--- src/rtl/shift_seq_pkg.sv ---
// Shared definitions for the shift sequencer: register mode encodings,
// controller state type and the shift-count clamp.
package shift_seq_pkg;

  localparam logic [1:0] SEL_HOLD  = 2'b00;
  localparam logic [1:0] SEL_LOAD  = 2'b01;
  localparam logic [1:0] SEL_LEFT  = 2'b10;
  localparam logic [1:0] SEL_RIGHT = 2'b11;

  typedef enum logic [1:0] {
    IDLE   = 2'd0,
    LOAD   = 2'd1,
    SHIFT  = 2'd2,
    FINISH = 2'd3
  } state_e;

  // A shift count larger than the register width saturates at the width.
  function automatic int clamp_count(input int count, input int n);
    return (count > n) ? n : count;
  endfunction

endpackage

--- src/rtl/shift_seq_cnt.sv ---
// Loadable down-counter for the shift phase; last flags the final shift cycle.
module shift_seq_cnt #(
  parameter int CW = 4
) (
  input  logic          clk,
  input  logic          rst_n,
  input  logic          load,
  input  logic [CW-1:0] load_val,
  input  logic          dec,
  output logic [CW-1:0] cnt,
  output logic          last
);
  import shift_seq_pkg::*;

  logic [CW-1:0] cnt_d;
  logic [CW-1:0] cnt_q;

  // Next count: load wins over decrement, and the counter never wraps below zero.
  always_comb begin
    cnt_d = cnt_q;
    if (load) begin
      cnt_d = load_val;
    end else if (dec && (cnt_q != {CW{1'b0}})) begin
      cnt_d = cnt_q - {{(CW-1){1'b0}}, 1'b1};
    end else begin
      cnt_d = cnt_q;
    end
  end

  // Count register.
  always_ff @(posedge clk or negedge rst_n) begin
    if (!rst_n) begin
      cnt_q <= {CW{1'b0}};
    end else begin
      cnt_q <= cnt_d;
    end
  end

  assign cnt  = cnt_q;
  assign last = (cnt_q == {{(CW-1){1'b0}}, 1'b1});

endmodule

--- src/rtl/shift_sequencer.sv ---
// Command-driven controller for a parallel-load shift register: load, shift COUNT times, pulse DONE.
// Define SHIFT_SEQ_ROTATE_EN to feed the register's outgoing bit back in (rotate) instead of CMD_FILL.
module shift_sequencer
  import shift_seq_pkg::*;
#(
  parameter  int N  = 8,
  localparam int CW = $clog2(N+1)
) (
  input  logic          CLK,
  input  logic          RST_N,
  input  logic          CMD_VALID,
  output logic          CMD_READY,
  input  logic [N-1:0]  CMD_DATA,
  input  logic          CMD_DIR,
  input  logic [CW-1:0] CMD_COUNT,
  input  logic          CMD_FILL,
  input  logic [N-1:0]  SR_Q,
  output logic [1:0]    SEL,
  output logic [N-1:0]  DATA_OUT,
  output logic          ILEFT,
  output logic          IRIGHT,
  output logic          BUSY,
  output logic          DONE
);

  state_e        state_d, state_q;
  logic [N-1:0]  data_d, data_q;
  logic          dir_d, dir_q;
  logic          fill_d, fill_q;
  logic [1:0]    sel_d, sel_q;
  logic          fill_out_d, fill_out_q;
  logic          busy_d, busy_q;
  logic          done_d, done_q;
  logic          ready_d, ready_q;
  logic          cnt_load_s, cnt_dec_s, cnt_last_s;
  logic [CW-1:0] cnt_s, count_clamped_s;

  assign count_clamped_s = CW'(clamp_count(int'(CMD_COUNT), N));

  shift_seq_cnt #(.CW(CW)) u_cnt (
    .clk      (CLK),
    .rst_n    (RST_N),
    .load     (cnt_load_s),
    .load_val (count_clamped_s),
    .dec      (cnt_dec_s),
    .cnt      (cnt_s),
    .last     (cnt_last_s)
  );

  // Next state, command capture, and outputs decoded from the upcoming state so they can be registered.
  always_comb begin
    state_d    = state_q;
    data_d     = data_q;
    dir_d      = dir_q;
    fill_d     = fill_q;
    cnt_load_s = 1'b0;
    cnt_dec_s  = 1'b0;
    sel_d      = SEL_HOLD;
    fill_out_d = 1'b0;
    case (state_q)
      IDLE: begin
        if (CMD_VALID && ready_q) begin
          state_d    = LOAD;
          data_d     = CMD_DATA;
          dir_d      = CMD_DIR;
          fill_d     = CMD_FILL;
          cnt_load_s = 1'b1;
        end else begin
          state_d = IDLE;
        end
      end
      LOAD:    state_d = (cnt_s != {CW{1'b0}}) ? SHIFT : FINISH;
      SHIFT: begin
        cnt_dec_s = 1'b1;
        state_d   = cnt_last_s ? FINISH : SHIFT;
      end
      FINISH:  state_d = IDLE;
      default: state_d = IDLE;
    endcase

    case (state_d)
      LOAD:  sel_d = SEL_LOAD;
      SHIFT: begin
        sel_d      = dir_d ? SEL_RIGHT : SEL_LEFT;
        fill_out_d = fill_d;
      end
      default: sel_d = SEL_HOLD;
    endcase
    busy_d  = (state_d != IDLE);
    done_d  = (state_d == FINISH);
    ready_d = (state_d == IDLE);
  end

  // State, latched command and registered outputs.
  always_ff @(posedge CLK or negedge RST_N) begin
    if (!RST_N) begin
      state_q    <= IDLE;
      data_q     <= {N{1'b0}};
      dir_q      <= 1'b0;
      fill_q     <= 1'b0;
      sel_q      <= SEL_HOLD;
      fill_out_q <= 1'b0;
      busy_q     <= 1'b0;
      done_q     <= 1'b0;
      ready_q    <= 1'b1;
    end else begin
      state_q    <= state_d;
      data_q     <= data_d;
      dir_q      <= dir_d;
      fill_q     <= fill_d;
      sel_q      <= sel_d;
      fill_out_q <= fill_out_d;
      busy_q     <= busy_d;
      done_q     <= done_d;
      ready_q    <= ready_d;
    end
  end

  assign SEL       = sel_q;
  assign DATA_OUT  = data_q;
  assign BUSY      = busy_q;
  assign DONE      = done_q;
  assign CMD_READY = ready_q;

`ifdef SHIFT_SEQ_ROTATE_EN
  // The bit leaving the register this cycle is fed straight back in, so it must track SR_Q live.
  logic rot_bit_s;
  assign rot_bit_s = dir_q ? SR_Q[0] : SR_Q[N-1];
  assign ILEFT     = (state_q == SHIFT) ? rot_bit_s : 1'b0;
  assign IRIGHT    = (state_q == SHIFT) ? rot_bit_s : 1'b0;
`else
  assign ILEFT  = fill_out_q;
  assign IRIGHT = fill_out_q;
`endif

endmodule

--- config.mk ---
export PLATFORM = sky130hd
export DESIGN_NAME = shift_sequencer
export DESIGN_NICKNAME = d
export VERILOG_FILES = /design/src/rtl/shift_seq_pkg.sv /design/src/rtl/shift_seq_cnt.sv /design/src/rtl/shift_sequencer.sv
export SDC_FILE = /design/constraint.sdc
export NUM_CORES = 1
export LEC_CHECK = 0
export ABC_CLOCK_PERIOD_IN_PS = 2000
export CAP_MARGIN = 20
export CORE_ASPECT_RATIO = 0.8
export CORE_MARGIN = 8
export CORE_UTILIZATION = 43
export CTS_CLUSTER_SIZE = 10
export DETAILED_ROUTE_END_ITERATION = 10
export HOLD_SLACK_MARGIN = 0.02
export PLACE_DENSITY = 0.8
export SYNTH_ARGS = -nofsm -noshare
export SYNTH_HDL_FRONTEND = slang
export SYNTH_HIERARCHICAL = 1
export SYNTH_SLANG_ARGS = --single-unit
--- constraint.sdc ---
create_clock -name CLK -period 2 [get_ports CLK]
set_input_delay 0.4 -clock CLK [delete_from_list [all_inputs] [get_ports CLK]]
set_output_delay 0.4 -clock CLK [all_outputs]
set_load 0.01 [all_outputs]
==> results.ini, run 1 <==
[route]
wl_per_cell_um = 13.5
met2_length_mm = 1.28
drt_iter0_markers = 16
wl_met1_um = 866
antenna_left = 0
wl_met3_um = 155
top_layer_used = met4
viasPerCell = 4.84
via_count = 837
routed_wl_mm = 2.33
drcViolationCount = 0
dr.pass1.iters = 4

[sta]
final-max-slew-violation-count = 0
setup_viol_count_final = 0
layout_setup_ws_ns = 0.158
clock.fmax_mhz = 543
skew_ns = 0.00485
tightestPinTransition_ns = 0.281
period_share = 0.921
finalSetupTns_ns = 0
rsz0062_at_grt = false
fin_hold_ws_ns = 0.430
slew_headroom = 0.812
fin_crit_ns = 1.84
hold_viol = 0

[worst_setup_path]
critPathMaxFanout = 3
cp_slowest_stage_delay_ns = 0.59
cpMaxStageDelayCell = dfstp_2
cp-end-kind = primary output
r2r_start = u_cnt/cnt[0]
crit_family = flip-flops
path_cells = clkdlybuf4s50_1
arrival_ns = 1.44
worst_ep_required_time_ns = 1.60
crit_start = CMD_READY
path_class = flip-flop to primary output
r2r_slack_ns = 0.19
startpoint_type = flip-flop
crit_buf_inv = 1

[yosys]
syn-cell-area_um2 = 1080
synth.net_count = 139
yosysSeqAreaShare = 0.511
synth_cells = 104
ys_ff_latch = 22
yosysWarnings = 6
ys_types = 29
syn_avg_cell_area_um2 = 10.4

[final_layout]
drive_above_1_share = 0.0949
final.fill_count = 214
mostFrequentLayoutCells = nand2_1 (31), clkdlybuf4s50_1 (31), dfrtp_1 (21)
diodes = 0
fin_util = 0.604
nets = 173
syn2layout_area_growth_pct = 35.5

[clock_tree]
h-tree-depth = 1
clock_latency_ns = 0.31
cts_buffers = 3
cts_root_buf = clkbuf_4
cts.path.max_buffers = 2
cts_setup_buffers = 0
clkSlewWorstSetupHoldPaths_ns = 0.12
cts_tree = done
clock_sinks = 22

[run_status]
outcome = completed

[global_routing]
grt_pass1_wl_mm = 4.02
gr-total-overflow = 0
grt_pass1_vias = 879
antenna_found_initial = 0
grt_max_degree = 23
grt.total_usage = 0.120

[floorplanning]
die_x_um = 72.0
core_area_um2 = 2420
die-area_um2 = 4380
start_util = 0.446
dieHeight_um = 60.8
io_pins = 40
std_cell_rows = 16

[pwr]
powerDensity_nw_per_um2 = 1460
leakage_uw = 0.000685
p_total_uw = 2130
irDropWorstVdd_v = 0.000844

[hold_path]
hold_class = primary input to async pin

[placed_design]
dp_slack_ns = 0.122
dp_hpwl_mm = 1.89
gp_congestion = 0.831
port_buffers = 31

[flow_run]
drv_cap = 0

where the power goes:
part           switching, µW  internal [µW]  total (µW)
registers                134            658         792
logic                    527            571        1100
clock network            130            111         241
total                    791           1340        2130
Yosys cell counts, drive strengths merged:
| library cell | number | area (µm²) |
|---|---|---|
| a21oi | 4 | 20.0 |
| dfrtp | 21 | 526 |
| o311ai | 1 | 8.76 |
| and2 | 1 | 8.76 |
| or3b | 1 | 11.3 |
| nand3 | 2 | 22.5 |
| clkbuf | 1 | 3.75 |
| nand2 | 31 | 116 |
| buf | 3 | 20.0 |
| nor2b | 4 | 25.0 |
| ha | 10 | 125 |
| nor3b | 3 | 22.5 |
| a221o | 1 | 10.0 |
| and4b | 1 | 10.0 |
| nor4b | 1 | 15.0 |
| a22oi | 1 | 7.51 |
| nor4 | 1 | 6.26 |
| o21ai | 4 | 20.0 |
| a31o | 1 | 8.76 |
| inv | 7 | 28.8 |
| dfstp | 1 | 26.3 |
| mux2i | 1 | 10.0 |
| mux2 | 1 | 15.0 |
| nor3 | 1 | 5.00 |
| o21a | 1 | 7.51 |
state kept, by name, summed over array words and instances, names as in the netlist:
register   flops
BUSY           1
CMD_READY      1
DATA_OUT       8
DONE           1
ILEFT          1
SEL            2
dir_q          1
fill_q         1
state_q        2
u_cnt/cnt      4
per-stage QoR:
step | cell area [µm²] | std cells
floorplan | 1080 | 104
global placement | 1430 | 169
detailed placement | 1430 | 169
CTS | 1460 | 173
global route | 1460 | 173
finish | 1460 | 173
timing repair:
action,CTS,global route
resized for setup,0,1
hold buffers,0,0
endpoints found under the hold margin,0,0
endpoints found under the setup margin,0,1
final timing paths:
check,endpoint,depth (start not counted)
max,CMD_READY,1
min,u_cnt/cnt[1],2
max reg2reg,SEL[0],7
min reg2reg,dir_q,2
max in group asynchronous,CMD_READY,2
min in group CLK,dir_q,2
metal layers:
metal | GRT usage | up-vias
met5 | 0 | -
met4 | 0.0435 | 0
met3 | 0.0545 | 5
met2 | 0.224 | 14
met1 | 0.115 | 408
li1 | - | 410
cell families after synthesis:
logic type / count (synthesis) / share of synthesized area
simple gates: 46 / 0.225
flops: 22 / 0.511
compound gates: 13 / 0.0765
buf+inv: 11 / 0.0487
fa+ha+maj: 10 / 0.116
mux: 2 / 0.0232
final cells by class:
class,count,area [µm²],area share
clock buffer,4,36.3,0.0248
tap,36,45.0,0.0308
sequential,22,552,0.377
multi-input combinational,71,475,0.325
inverter,7,28.8,0.0197
timing repair buffer,33,325,0.222
worst register-to-register path: stages (launching register included):
cell and delay [ns]:
dfrtp_1 0.46, ha_1 0.21, nor3b_1 0.13, a22oi_1 0.23, o21ai_1 0.14, ha_1 0.25, o21ai_0 0.23, a21oi_1 0.06
Note: power is estimated with default switching activity, not from simulation.
==> run 2, diff against run 1 <==
--- a/config.mk
+++ b/config.mk
@@ -10,6 +10,7 @@
 export CORE_ASPECT_RATIO = 0.8
 export CORE_MARGIN = 8
 export CORE_UTILIZATION = 43
+export CTS_CLUSTER_DIAMETER = 120
 export CTS_CLUSTER_SIZE = 10
 export DETAILED_ROUTE_END_ITERATION = 10
 export HOLD_SLACK_MARGIN = 0.02
==> results of run 2 <==
No change in the layout: final DEF, timing and power equal those of run 1.
==> run 3, diff against run 2 <==
--- a/config.mk
+++ b/config.mk
@@ -5,13 +5,13 @@
 export SDC_FILE = /design/constraint.sdc
 export NUM_CORES = 1
 export LEC_CHECK = 0
+export ABC_AREA = 0
 export ABC_CLOCK_PERIOD_IN_PS = 2000
 export CAP_MARGIN = 20
 export CORE_ASPECT_RATIO = 0.8
 export CORE_MARGIN = 8
 export CORE_UTILIZATION = 43
 export CTS_CLUSTER_DIAMETER = 120
-export CTS_CLUSTER_SIZE = 10
 export DETAILED_ROUTE_END_ITERATION = 10
 export HOLD_SLACK_MARGIN = 0.02
 export PLACE_DENSITY = 0.8
==> results of run 3 <==
No change in the layout: final DEF, timing and power equal those of run 1.
